$ cat src/rtl/uart_rx_ctrl.sv
// UART receiver control stage: frame FSM, edge/bit counters, 3-sample
// majority vote and the enable/valid pulses for the deserializer and checkers.
module uart_rx_ctrl #(
  parameter int DATA_WIDTH = 8,
  parameter int PRESCALE_W = 6
) (
  input  logic                  CLK,
  input  logic                  RST,
  input  logic                  RX_IN,
  input  logic [PRESCALE_W-1:0] Prescale,
  input  logic                  PAR_EN,
  input  logic                  par_err,
  input  logic                  stp_err,
  output logic                  sampled_bit,
  output logic                  deser_en,
  output logic                  par_chk_en,
  output logic                  stp_chk_en,
  output logic                  strt_glitch,
  output logic                  data_valid,
  output logic                  busy
);

  localparam int BIT_W = (DATA_WIDTH > 1) ? $clog2(DATA_WIDTH) : 1;
  localparam logic [BIT_W-1:0]      LAST_BIT = BIT_W'(DATA_WIDTH - 1);
  localparam logic [BIT_W-1:0]      BIT_ONE  = BIT_W'(1);
  localparam logic [PRESCALE_W-1:0] CNT_ZERO = '0;
  localparam logic [PRESCALE_W-1:0] CNT_ONE  = PRESCALE_W'(1);
  localparam logic [PRESCALE_W-1:0] CNT_TWO  = PRESCALE_W'(2);

  typedef enum logic [2:0] {
    IDLE,
    START,
    DATA,
    PARITY,
    STOP
  } state_t;

  state_t                state;
  logic [PRESCALE_W-1:0] edge_cnt;
  logic [BIT_W-1:0]      bit_cnt;
  logic [PRESCALE_W-1:0] prescale_q;
  logic                  par_en_q;
  logic                  samp_a;
  logic                  samp_b;

  logic [PRESCALE_W-1:0] half_p;
  logic [PRESCALE_W-1:0] last_edge;
  logic [PRESCALE_W-1:0] samp_a_edge;
  logic [PRESCALE_W-1:0] samp_b_edge;
  logic                  bit_end;
  logic                  vote_now;
  logic                  vote;

  // Sample points and bit boundary derived from the prescale latched for this
  // frame; arithmetic wraps so illegal ratios still give a bounded bit period.
  always_comb begin
    half_p      = prescale_q >> 1;
    last_edge   = prescale_q - CNT_ONE;
    samp_a_edge = half_p - CNT_TWO;
    samp_b_edge = half_p - CNT_ONE;
    bit_end     = (edge_cnt == last_edge);
    vote_now    = (edge_cnt == half_p);
    vote        = (samp_a & samp_b) | (samp_a & RX_IN) | (samp_b & RX_IN);
  end

  // Capture the first two of the three RX_IN samples around mid-bit; the
  // third is taken live when the vote is registered.
  always_ff @(posedge CLK or posedge RST) begin
    if (RST) begin
      samp_a <= 1'b0;
      samp_b <= 1'b0;
    end else if (state != IDLE) begin
      if (edge_cnt == samp_a_edge) samp_a <= RX_IN;
      if (edge_cnt == samp_b_edge) samp_b <= RX_IN;
    end
  end

  // Frame FSM with counters and registered pulse outputs; pulses default low
  // each cycle so every enable lasts exactly one clock.
  always_ff @(posedge CLK or posedge RST) begin
    if (RST) begin
      state       <= IDLE;
      edge_cnt    <= CNT_ZERO;
      bit_cnt     <= '0;
      prescale_q  <= CNT_ZERO;
      par_en_q    <= 1'b0;
      sampled_bit <= 1'b0;
      deser_en    <= 1'b0;
      par_chk_en  <= 1'b0;
      stp_chk_en  <= 1'b0;
      strt_glitch <= 1'b0;
      data_valid  <= 1'b0;
      busy        <= 1'b0;
    end else begin
      deser_en    <= 1'b0;
      par_chk_en  <= 1'b0;
      stp_chk_en  <= 1'b0;
      strt_glitch <= 1'b0;
      data_valid  <= 1'b0;
      if (state == IDLE) begin
        edge_cnt <= CNT_ZERO;
        bit_cnt  <= '0;
        if (!RX_IN) begin
          state      <= START;
          busy       <= 1'b1;
          prescale_q <= Prescale;
          par_en_q   <= PAR_EN;
        end
      end else begin
        edge_cnt <= bit_end ? CNT_ZERO : edge_cnt + CNT_ONE;
        if (vote_now) begin
          sampled_bit <= vote;
          case (state)
            DATA:    deser_en   <= 1'b1;
            PARITY:  par_chk_en <= 1'b1;
            STOP:    stp_chk_en <= 1'b1;
            default: ;
          endcase
        end
        if (bit_end) begin
          case (state)
            START: begin
              if (sampled_bit) begin
                strt_glitch <= 1'b1;
                busy        <= 1'b0;
                state       <= IDLE;
              end else begin
                bit_cnt <= '0;
                state   <= DATA;
              end
            end
            DATA: begin
              if (bit_cnt == LAST_BIT) begin
                bit_cnt <= '0;
                state   <= par_en_q ? PARITY : STOP;
              end else begin
                bit_cnt <= bit_cnt + BIT_ONE;
              end
            end
            PARITY: state <= STOP;
            STOP: begin
              data_valid <= ~stp_err & ~(par_en_q & par_err);
              busy       <= 1'b0;
              state      <= IDLE;
            end
            default: state <= IDLE;
          endcase
        end
      end
    end
  end

endmodule

$ cat config.mk
export PLATFORM = sky130hd
export DESIGN_NAME = uart_rx_ctrl
export DESIGN_NICKNAME = d
export VERILOG_FILES = /design/src/rtl/uart_rx_ctrl.sv
export SDC_FILE = /design/constraint.sdc
export NUM_CORES = 1
export LEC_CHECK = 0
export BUFFER_PORTS_ARGS = -buffer_cell sky130_fd_sc_hd__buf_2
export CAP_MARGIN = 30
export CORE_UTILIZATION = 54
export CTS_BUF_LIST = sky130_fd_sc_hd__clkbuf_4
export DETAILED_ROUTE_END_ITERATION = 10
export PLACE_DENSITY = 0.77
export SYNTH_ARGS = -nofsm -noshare
export SYNTH_HDL_FRONTEND = slang
export SYNTH_SLANG_ARGS = --single-unit
$ cat constraint.sdc
create_clock -name CLK -period 2.15 [get_ports CLK]
set_input_delay 0.645 -clock CLK [delete_from_list [all_inputs] [get_ports CLK]]
set_output_delay 0.645 -clock CLK [all_outputs]
set_load 0.1 [all_outputs]
# After elaboration in Yosys (flattened, before gate mapping)
# Cells that the tools add are included.
# classes
n_reduce_logical	12
n_bitwise	11
n_addsub	5
eq_ne	13
muxes	35
# op_table
cell	n
$mux W3	9
$mux W1	20
$eq A6 B6 Y1	3
$mux W6	2
$ne A3 B3 Y1 const B	3
$pmux W3 S3	1
$reduce_bool A3 Y1	3
$reduce_and A2 Y1	4
$add A6 B1 Y6 const B	1
$eq A3 B2 Y1 const B	2
$eq A3 B3 Y1 const B	2
$eq A6 B5 Y1	1
$pmux W3 S2	1
$reduce_and A3 Y1	2
$sub A5 B1 Y6 const B	1
$sub A5 B2 Y6 const B	1
$sub A6 B1 Y6 const B	1
$and A1 B1 Y1	5
$not A1 Y1	4
$reduce_and A4 Y1	1
$add A3 B1 Y3 const B	1
$eq A3 B1 Y1 const B	1
$logic_not A3 Y1	1
$mux W2	1
4 further kinds	5
# totals
in_bits	12
output_inout_bits	7
register_bits	28

# Logic depth before layout (Yosys ltp)
# Gate-level depths: netlist of run 1.
# depth
ltp_word	6
depth_mapped	8
mapped_depth_nobuf	7

# Least setup slack after synthesis of run 1
# OpenSTA, ideal clock, no wires.
# synth_timing
path_kind	reg2reg
startpoint	reg prescale_q[2]
endpoint	reg busy
slack_ns	0.143
arrival_ns	1.881
required_time_ns	2.024
synth_period_minus_slack_ns	2.007
path_stages_with_launch	8
path_cell_list	dfrtp_1 > inv_1 > ha_1 > a21boi_1 > and3_1 > o221ai_2 > or2_4 > o32a_1
# synth_between
elab_chain_len	4
# synth_rtl
element	line	text
from (decl)	41	logic [PRESCALE_W-1:0] prescale_q;
from (signal assigned)	106	prescale_q <= Prescale;
$sub A6 B1 Y6	58	last_edge = prescale_q - CNT_ONE;
$eq A6 B6 Y1	61	bit_end = (edge_cnt == last_edge);
$reduce_bool A2 Y1 (no line)	n/a	
$reduce_and A4 Y1 (no line)	n/a	
to (signal assigned)	93	busy <= 1'b0;
to (signal assigned)	105	busy <= 1'b1;
to (signal assigned)	125	busy <= 1'b0;
to (decl)	20	output logic busy
# Every way passes these cells.
# A chain may end at the register's enable or synchronous reset.

# Worst setup path after layout of run 1
# layout_timing
startpoint	reg prescale_q[1]
endpoint	reg busy
# Same word-level chain as after synthesis.

==> results.md, run 1 <==
Outcome:
- The run finished, with violations left.
- The checks that failed: design-rule violations.

Timing:
- The maximum clock frequency is 487 MHz.
- The count of pins over their slew limit is 0.
- The clock arrives with 16.9 ps of skew.
- The final hold violation count came to 0.
- The pin slew with the least headroom to its limit is 490 ps.
- In this run the tightest slew margin relative to its limit is 0.675.
- Hold timing on the final database bottoms out at a slack of 333 ps.
- The number of failing setup endpoints in the final timing report is 0.
- The minimum clock period after layout is 2050 ps.
- In the finished design, the share of the clock period the worst path needs comes to 0.955.

Routing:
- The met3 wirelength from detailed routing is 190 um.
- The met2 wire length is 1710 um.
- The number of optimization iterations in the first detailed-route pass is 7.
- In the final routed layout, each cell accounts on average for 15.6 um.
- The post-detailed-route count of antenna-violating nets is 0.
- Summing over every cut layer, the via total after detailed routing is 1358.
- The total wire length after detailed routing is 3630 um.
- The wire length on met1 is 1670 um.
- After detailed routing, the number of remaining DRC violations is 3.
- Signal routing reaches up to met4.
- The DRC violation total after the first TritonRoute iteration is 48.
- The average vias per placed instance is 5.85.

Run:
- The count of max-cap constraint violations is 0.

Worst setup path:
- Traced cell by cell, the critical path runs through inv_1 -> ha_1 -> a21boi_4 -> and3_4 -> o221ai_4 -> or2_4 -> o32a_1.
- STA puts the critical path data required time at 2400 ps.
- In this run the critical register-to-register path is captured at busy$_DFFE_PP0P_.
- The worst setup path is of the register to register kind.
- The worst register-to-register path begins at prescale_q[1]$_DFFE_PP0P_.
- The sort of element at the start of the critical path is a register.
- The worst register-to-register path has a depth of 7.
- The register-to-register setup slack is 100 ps.
- The cell with the largest stage delay on the worst path is dfrtp_1.
- The critical-path maximum fanout is 9.
- On the worst path, the slowest cell contributes a delay of 430 ps.
- The arrival time reported for the critical path endpoint is 2300 ps.
- The category of the worst setup path capture point is a register.

Global routing:
- The number of antenna violations at the first check in global routing is 0.
- The first global-routing pass estimated 6020 um of wire.
- The total overflow left after global routing is 0.
- Entering global routing, the biggest net connects 29 pins.
- Across every metal layer, demand over resource in global routing totals 0.238.
- The via count of the first global-routing pass is 1271.

Synth:
- The total of flip-flops plus latches after synthesis is 28.
- In this run the cell area of the synthesized design comes to 1690 sq um.
- Synthesis produced a netlist with a net count of 195.
- The share of the Yosys chip area taken by registers is 0.416.
- The proportion of synthesized flip-flops having asynchronous set or reset is 1.00.
- Each instance of the synthesized netlist takes up on average 9.63 sq um.
- The number of different library cells used by synthesis comes to 42.
- The post-synthesis cell type with the largest combined area is dfrtp_1.
- The synthesized netlist cell count is 175.
- Ranked by total cell area, the synthesized netlist is headed by dfrtp_1 42%, xnor2_1 6.8%, ha_1 5.9%, xor2_1 5.7%, nor2_1 4.2%.
- The number of enable-type register cells in the synthesized netlist is 0.
- The portion of synthesized cell area occupied by the leading cell type is 0.416.
- In the synthesized netlist the dominant register cell turns out to be dfrtp_1.
- Yosys printed 0 warnings.

Die:
- The vertical die dimension is 57.9 um.
- For this configuration, the core starts out at a cell density of 0.591.
- The full die area is 3350 sq um.
- Measured along the x axis, the die boundary spans 57.9 um.
- The total number of placement rows is 19.
- The placeable core region is 2850 sq um.
- The count of boundary I/O pins is 19.

Clock network:
- TritonCTS built the clock tree.
- After clock tree synthesis, the clock-pin slew on the worst setup and hold paths is 160 ps.
- In this run, post-CTS hold repair placed 0 buffers.
- The total number of clock tree sinks is 28.
- The H-tree depth is 1.
- The largest buffer count on any clock path is 2.
- The clock insertion delay at the later pin of the skew report is 340 ps.
- Clock tree synthesis selected as its root buffer the cell clkbuf_4.
- The number of buffers added by the clock tree synthesis step is 3.

Finish:
- The top cell types in the final layout, fill and taps aside, are 28 x dfrtp_1, 19 x nor2_1, 18 x buf_2, 16 x nand2_1, 13 x xnor2_1.
- From synthesis to final layout, the design area changed by 14.2%.
- The layout has 228 filler cells.
- The most common cell after layout, fill and taps aside is dfrtp_1.
- The number of antenna diodes in the final layout is 0.
- The final core area utilization is 0.675.
- The fraction of layout instances using a drive strength above 1 is 0.239.
- The final layout contains 222 nets.

Power and ir drop:
- Dividing total power by cell area gives a power density of 1500 nW/um^2.
- IR analysis of the VDD net gives a maximum drop of 692 uV.
- The analysis attributes to cell leakage a power of 0.898 nW.

Hold path:
- The tightest min-delay check is of the input port to asynchronous set/reset pin type.

Placement:
- Input and output buffers added on the ports amount to 18.
- The detailed placement HPWL is 2700 um.
- The final estimated routing congestion in global placement is 0.986.
-- cell usage after synthesis (2+ instances only) --
library cell,number
dfrtp_1,28
or2_2,2
xnor2_1,13
buf_4,2
o21ai_0,10
nand2_1,16
nor3_1,5
clkbuf_1,2
nor2_1,19
nor4_1,3
ha_1,8
nand2b_1,2
mux2i_1,2
inv_1,5
xor2_1,11
a21oi_1,4
nand3_1,5
buf_2,4
or3_1,2
and3_1,3
nor2b_1,3
mux2_2,5
o31ai_1,2
-- metal layers --
metal  global-route usage  vias up
met2                0.389       40
met1                0.324      647
met3               0.0402        6
li1                     -      665
met4               0.0782        0
met5                    0        -
-- stage by stage --
step	total power, mW	instance area, sq um	setup TNS [ps]	instances	worst slack, ps
final	2.89	1920	0	232	96.3
after global routing	3.10	1920	-18.7	232	-10.9
after CTS	2.79	1880	0	231	63.3
after detailed placement	2.55	1850	0	227	0.263
after global placement	2.51	1850	0	227	104
after floorplan	2.09	1690	0	175	143
-- what timing repair did --
| item | 4_1_cts | 5_1_grt |
|---|---|---|
| buffers inserted | 0 | 1 |
| hold endpoints to repair | 0 | 0 |
| gates resized for setup | 1 | 5 |
| pin swaps | 0 | 1 |
| setup endpoints to repair | 1 | 3 |
-- power breakdown --
| group | switching [mW] | leakage, nW | internal [mW] |
|---|---|---|---|
| Sequential | 0.204 | 0.360 | 0.680 |
| Combinational | 1.00 | 0.522 | 0.773 |
| Clock | 0.162 | 0.0154 | 0.0683 |
-- how the worst max path moves through the flow --
stage	endpoint	from	slack [ps]
finish	busy$_DFFE_PP0P_	prescale_q[1]$_DFFE_PP0P_	100
global route	data_valid$_DFF_PP0_	prescale_q[1]$_DFFE_PP0P_	-10
CTS	busy$_DFFE_PP0P_	prescale_q[1]$_DFFE_PP0P_	60
detailed placement	busy$_DFFE_PP0P_	prescale_q[1]$_DFFE_PP0P_	0.3
global placement	busy$_DFFE_PP0P_	prescale_q[1]$_DFFE_PP0P_	100
floorplan	busy$_DFFE_PP0P_	prescale_q[2]$_DFFE_PP0P_	140
-- registers in the layout, indices dropped and copies added, names as in the netlist, 3 cells and up --
| signal | count |
|---|---|
| edge_cnt | 6 |
| bit_cnt | 3 |
| prescale_q | 6 |
| state | 3 |
-- critical path, delay by kind of cell (launching register included) --
kind / cells / cell delay (ps)
AO/OA/AOI/OAI: 3 / 710
AND/OR/NAND/NOR: 2 / 500
flip-flops: 1 / 430
adder cells (fa/ha/maj): 1 / 210
buffers and inverters: 1 / 130
-- cells by family (layout without fill, tap and decap cells) --
group | Yosys count | in the layout | share of synthesized area
adder cells (fa/ha/maj) | 9 | 9 | 0.0653
buffers and inverters | 13 | 39 | 0.0364
XOR/XNOR | 24 | 24 | 0.125
flip-flops | 28 | 28 | 0.416
multiplexers | 8 | 8 | 0.0520
AND/OR/NAND/NOR | 66 | 66 | 0.191
AO/OA/AOI/OAI | 27 | 27 | 0.115
-- layout make-up --
| cell class | count | area, sq um | area share |
|---|---|---|---|
| tap | 31 | 38.8 | 0.0202 |
| multi-input combinational | 134 | 960 | 0.499 |
| sequential | 28 | 701 | 0.364 |
| timing repair buffer | 30 | 180 | 0.0936 |
| inverter | 5 | 18.8 | 0.00975 |
| clock inverter | 1 | 3.75 | 0.00195 |
| clock buffer | 3 | 22.5 | 0.0117 |
(Power assumes the default switching activity.)
==> run 2, diff against run 1 <==
CORE_UTILIZATION = 60   (was 54)
PLACE_DENSITY = 0.81   (was 0.77)
clock period = 2.3 ns   (was 2.15 ns; I/O delays follow)
==> results.md, run 2 (same netlist as run 1, synthesis figures left out) <==
Die:
- During I/O placement, the number of pins put on the boundary was 19.
- After floorplanning, the core was divided into 18 placement rows.
- The vertical die dimension is 55 um.
- The starting density of the core is 0.656.
- The floorplan step defined a core boundary enclosing 2570 sq um.
- In this run the horizontal extent of the chip is 55 um.
- The floorplan step defined a die boundary enclosing 3030 sq um.

Global routing:
- The overall global routing resource usage is 0.275.
- The global-route wire length before repair is 5760 um.
- The via count of the first global-routing pass is 1277.
- Entering global routing, the biggest net connects 29 pins.
- The number of antenna violations at the first check in global routing is 0.
- The total global routing overflow is 0.

Clock network:
- The H-tree depth is 1.
- The later pin in the worst-skew pair is clocked with a latency of 320 ps.
- For this design, the CTS-stage hold fixing added 0 buffers.
- CTS saw 28 sinks.
- The cell at the root of the clock tree is clkbuf_4.
- In this run, CTS created clock tree buffers numbering 3.
- The CTS tree is yes.
- Counting along the longest clock path gives a buffer depth of 2.
- The CTS clock-pin slew for the worst setup and hold paths is 140 ps.

Timing:
- Static timing analysis puts the maximum clock frequency at 461 MHz.
- The minimum clock period after layout is 2170 ps.
- Of the available clock period, the critical path in the final layout requires 0.943.
- Headroom to the max-slew limit came out at 0.675.
- The number of failing setup endpoints in the final timing report is 0.
- The worst-case clock skew is 1.77 ps.
- For the final routed database, the setup TNS stands at 0 ps.
- Setup repair after global routing left no endpoint under its margin.
- At the pin with the least slew margin, the transition time is 490 ps.
- The count of pins over their slew limit was 0.
- The final hold violation count came to 0.

Placement:
- Detailed placement ended at an HPWL of 2730 um.
- The number of instances in the placed design is 223.
- The final estimated routing congestion in global placement is 0.923.
- The number of port buffers is 18.

Routing:
- The DRC violation total after the first TritonRoute iteration is 26.
- Dividing the detail-routed wire length by the instance count gives 15.6 um.
- After detailed routing, the number of remaining DRC violations is 0.
- For this block, the routed nets add up to 3530 um of wire.
- In the routed layout, each cell is associated on average with a via count of 5.99.
- The first detailed-routing pass took 4 iterations.
- The total via count after detailed routing is 1353.
- The post-detailed-route count of antenna-violating nets is 0.

Outcome:
- The run finished with clean final reports.

Finish:
- The library cell used most frequently in the layout, excluding fill and tap cells, is dfrtp_1.
- For this run, the number of standard cells in the final layout without fillers is 226.
- The final antenna diode count is 0.
- In the final layout, the share of cells above drive strength 1 is 0.214.
- After the last flow step, the layout net total stands at 218.
- Summing all multi-input logic gate instances after layout gives 932 sq um.
- The largest registers in the layout are edge_cnt: 6 flops, prescale_q: 6 flops.
- From synthesis to final layout, the design area changed by 10.5%.
- In the final layout, flip-flops and latches occupy 701 sq um.
- The final-layout fill cell count is 192.
- In the layout the commonest cells are 28 x dfrtp_1, 19 x nor2_1, 18 x buf_2, 16 x nand2_1, 13 x xnor2_1.

Power and ir drop:
- Dividing total power by cell area gives a power density of 1390 nW/um^2.
- The static power due to leakage is 0.869 nW.
- The worst-case IR drop observed on VDD is 876 uV.

Worst setup path:
- The type of the worst setup path is register to register.
- In this run the worst path has a maximum fanout of 9.
- For the worst setup path, the data required time is 2530 ps.
- Data on the critical path arrives at its endpoint at 2390 ps.
- STA classifies the critical path endpoint as a register.
- The sort of element at the start of the critical path is a register.

Hold path:
- The worst min-delay path category is input port to asynchronous set/reset pin.

Run:
- Max-cap violations in this run came to 0.
[run 2: changes by cell type in the layout (fill, tap and decap cells not counted)]
cell      previous run  this run
and3_4               1         0
a21oi_1              3         4
a21oi_2              1         0
a21boi_2             0         1
clkinv_1             1         0
o221ai_2             0         1
and3_1               2         3
a21boi_4             1         0
buf_4               12         8
o221ai_4             1         0
[run 2: worst paths after layout]
kind                                           start  slack, ps  cells past startpoint                   endpoint
min reg2reg                       samp_a$_DFFE_PP0P_        530                      1         samp_a$_DFFE_PP0P_
min in group CLK                             stp_err        510                      2       data_valid$_DFF_PP0_
max in group asynchronous                        RST       1650                      3  prescale_q[2]$_DFFE_PP0P_
max reg2reg                prescale_q[2]$_DFFE_PP0P_        130                      7           busy$_DFFE_PP0P_
min                                              RST        400                      3      edge_cnt[3]$_DFF_PP0_
max                        prescale_q[2]$_DFFE_PP0P_        130                      7           busy$_DFFE_PP0P_
[run 2: timing repair]
item	4_1_cts	5_1_grt
gates resized for setup	0	2
setup buffers	0	0
setup endpoints to repair	0	7
[run 2: final cells by class]
type | count | share of cell area
multi-input combinational | 134 | 0.501
tap | 30 | 0.0202
timing repair buffer | 26 | 0.0806
inverter | 5 | 0.0101
clock buffer | 3 | 0.0121
sequential | 28 | 0.376
[run 2: critical path: stages (launching register included)]
cell and delay [ps]:
dfrtp_1 460, inv_1 160, ha_1 200, a21boi_2 220, and3_1 190, o221ai_2 190, or2_4 310, o32a_1 330
[run 2: power by group]
part / switching (mW) / internal (mW) / total (mW)
Clock: 0.138 / 0.0615 / 0.200
Sequential: 0.209 / 0.636 / 0.844
Combinational: 0.881 / 0.658 / 1.54
[run 2: stage by stage]
step,setup WS (ps),area [sq um],hold slack [ps],power (mW),utilization
5_1_grt,1.78,1860,444,2.78,0.725
4_1_cts,50.6,1850,406,2.56,0.722
6_report,130,1860,395,2.58,0.725
2_1_floorplan,293,1690,462,1.96,-
3_3_place_gp,203,1830,480,2.30,0.713
3_5_place_dp,66.8,1830,506,2.35,0.713
[run 2: layer usage]
| metal | track usage | share of wire |
|---|---|---|
| met1 | 0.346 | 0.43 |
| met2 | 0.460 | 0.49 |
| met5 | 0 | 0 |
| met4 | 0.113 | 0.018 |
| met3 | 0.0492 | 0.059 |
==> run 3, diff against run 2 <==
clock period = 2.1 ns   (was 2.3 ns; I/O delays follow)
==> results.md, run 3 (same netlist as run 1, synthesis figures left out) <==
Die:
- The total number of placement rows is 18.
- The placeable core region is 2570 sq um.
- For this configuration, the core starts out at a cell density of 0.656.
- The floorplan step defined a die boundary enclosing 3030 sq um.
- The overall die width is 55 um.
- The vertical die dimension is 55 um.
- The count of boundary I/O pins is 19.

Outcome:
- The run finished with clean final reports.

Worst setup path:
- The worst setup path is launched from a register.
- The critical-path maximum fanout is 7.
- The arrival time reported for the critical path endpoint is 2250 ps.
- Counting both buffers and inverters, the worst setup path holds a total of 1.
- The delay contributed by the slowest stage of the critical path is 420 ps.
- The worst setup path is captured at a register.
- The startpoint identified for the worst register-to-register timing path is prescale_q[2]$_DFFE_PP0P_.
- Traced cell by cell, the critical path runs through inv_2 -> ha_2 -> a21boi_4 -> and3_1 -> o221ai_2 -> or2_4 -> o32a_1.
- The family with the most delay on the worst path is compound AO/OA/AOI/OAI gates.
- The cell with the largest stage delay on the worst path is dfrtp_1.
- For the worst setup path, the data required time is 2340 ps.
- The type of the worst setup path is register to register.
- The timing startpoint of the critical path is prescale_q[2]$_DFFE_PP0P_.

Run:
- Across the run, the number of max-cap violations was 0.

Routing:
- Before antenna repair, the detailed router went through 4 iterations.
- The count of nets left with antenna violations once routing finished came out at 0.
- The final routed wire length divided by cell count is 15.9 um.
- The average vias per placed instance is 5.99.
- Wires add up to 3680 um.
- For this run, design rule violations remaining after detail routing come to 0.
- The total via count after detailed routing is 1383.
- The first routing iteration left 61 violations.

Global routing:
- The overall global routing resource usage is 0.280.
- For this run, global-route usage on met1 was measured as 0.352.
- The via count of the first global-routing pass came to 1307.
- After global routing, the most crowded layer is met2.
- The number of antenna violations at the first check in global routing came to 0.
- The largest net degree at the start of global routing is 29.
- The first global-routing pass estimated 5850 um of wire.
- The met2 layer usage reported by global route is 0.498.
- The global-route met3 utilization is 0.0328.
- After global routing the overflow that remains totals 0.

Placement:
- The detailed placement HPWL is 2680 um.
- The final estimated routing congestion in global placement is 0.889.
- The number of port buffers is 18.
- The area after detailed placement is 1850 sq um.

Finish:
- The final core area utilization is 0.755.
- The final instance area is 1940 sq um.
- The sequential cell area is 701 sq um.
- Compared with the post-synthesis result, the final layout area differs by 15.0%.
- In the final layout, the registers with the most flip-flops are edge_cnt: 6 flops, prescale_q: 6 flops.
- The most common cell after layout, fill and taps aside is dfrtp_1.
- The library cells used most frequently in the layout, excluding fill and tap cells, are 28 x dfrtp_1, 19 x nor2_1, 18 x buf_2, 16 x nand2_1, 13 x xnor2_1.
- Summing all multi-input logic gate instances after layout gives 948 sq um.
- Of the cells placed in the final design, the portion with a size suffix greater than 1 is 0.254.
- The final layout contains 222 nets.
- Fill cells in the final layout number 191.
- The final antenna diode count is 0.

Timing:
- Derived from the worst setup path, the maximum achievable clock frequency is 499 MHz.
- Setup repair after global routing left no endpoint under its margin.
- Setup violations remaining at the end of the flow were counted as 0.
- The count of pins over their slew limit came to 0.
- The final hold violation count is 0.
- The minimum hold slack is 317 ps.
- The pin slew with the least headroom to its limit is 563 ps.
- Headroom to the max-slew limit came out at 0.624.
- Counting I/O delays and the setup requirement, the final critical path takes 2000 ps.
- Dividing the final minimum period by the clock period gives 0.955.
- Summed over all failing endpoints, the final setup total negative slack is 0 ps.
- The worst-case clock skew is 6.53 ps.

Power and ir drop:
- The total design power is 3.10 mW.
- Power spread over the standard cell area amounts to 1600 nW/um^2.
- VDD sags by at most 1190 uV.
- Summed over all cells, the static leakage comes to 0.904 nW.

Clock network:
- The later pin in the worst-skew pair is clocked with a latency of 340 ps.
- In this run the number of H-tree levels came out at 1.
- Counting along the longest clock path gives a buffer depth of 2.
- The number of buffers added by the clock tree synthesis step is 3.
- The CTS tree is yes.
- The CTS clock-pin slew for the worst setup and hold paths is 160 ps.
- The total number of clock tree sinks is 28.
- The tree is rooted in a clkbuf_4.

Hold path:
- In this run the worst hold path is classified as input port to asynchronous set/reset pin.
==> run 3: worst min-delay path, delay by kind of cell <==
family                 cells  cell delay [ps]
buffers and inverters      3              450
==> run 3: power breakdown <==
part / leakage, nW / switching (mW) / internal [mW]
combinational: 0.516 / 1.04 / 0.791
sequential: 0.360 / 0.213 / 0.696
clock: 0.0279 / 0.168 / 0.193
total: 0.904 / 1.42 / 1.68
==> run 3: what timing repair did <==
item                                    CTS  global route
hold buffers                              0             0
setup buffers                             0             2
pin swaps                                 0             1
resized for setup                         2             7
endpoints found under the setup margin    3             5
==> run 3: final timing paths <==
path | endpoint | slack, ps | depth (start not counted)
min reg2reg | samp_a$_DFFE_PP0P_ | 520 | 1
max reg2reg | busy$_DFFE_PP0P_ | 100 | 7
min | par_chk_en$_DFF_PP0_ | 320 | 3
max in group asynchronous | prescale_q[3]$_DFFE_PP0P_ | 1530 | 3
min in group CLK | data_valid$_DFF_PP0_ | 440 | 2
max | busy$_DFFE_PP0P_ | 100 | 7
==> run 3: final cells by class <==
class | count | share of cell area
Clock inverter | 1 | 0.0155
Timing Repair Buffer | 30 | 0.0930
Multi-Input combinational cell | 134 | 0.489
Sequential cell | 28 | 0.362
Inverter | 5 | 0.00968
Clock buffer | 3 | 0.0116
Tap cell | 30 | 0.0194
==> run 3: routing by layer <==
metal	vias up	share of wire
li1	660	-
met3	4	0.043
met1	660	0.45
met5	-	0
met4	0	0.010
met2	59	0.50
==> run 3: per-stage QoR <==
step	cells	worst slack, ps
after global placement	225	37.9
after CTS	229	40.5
final	231	95.4
after detailed placement	225	-36.5
after global routing	231	18.2
after floorplan	175	92.8
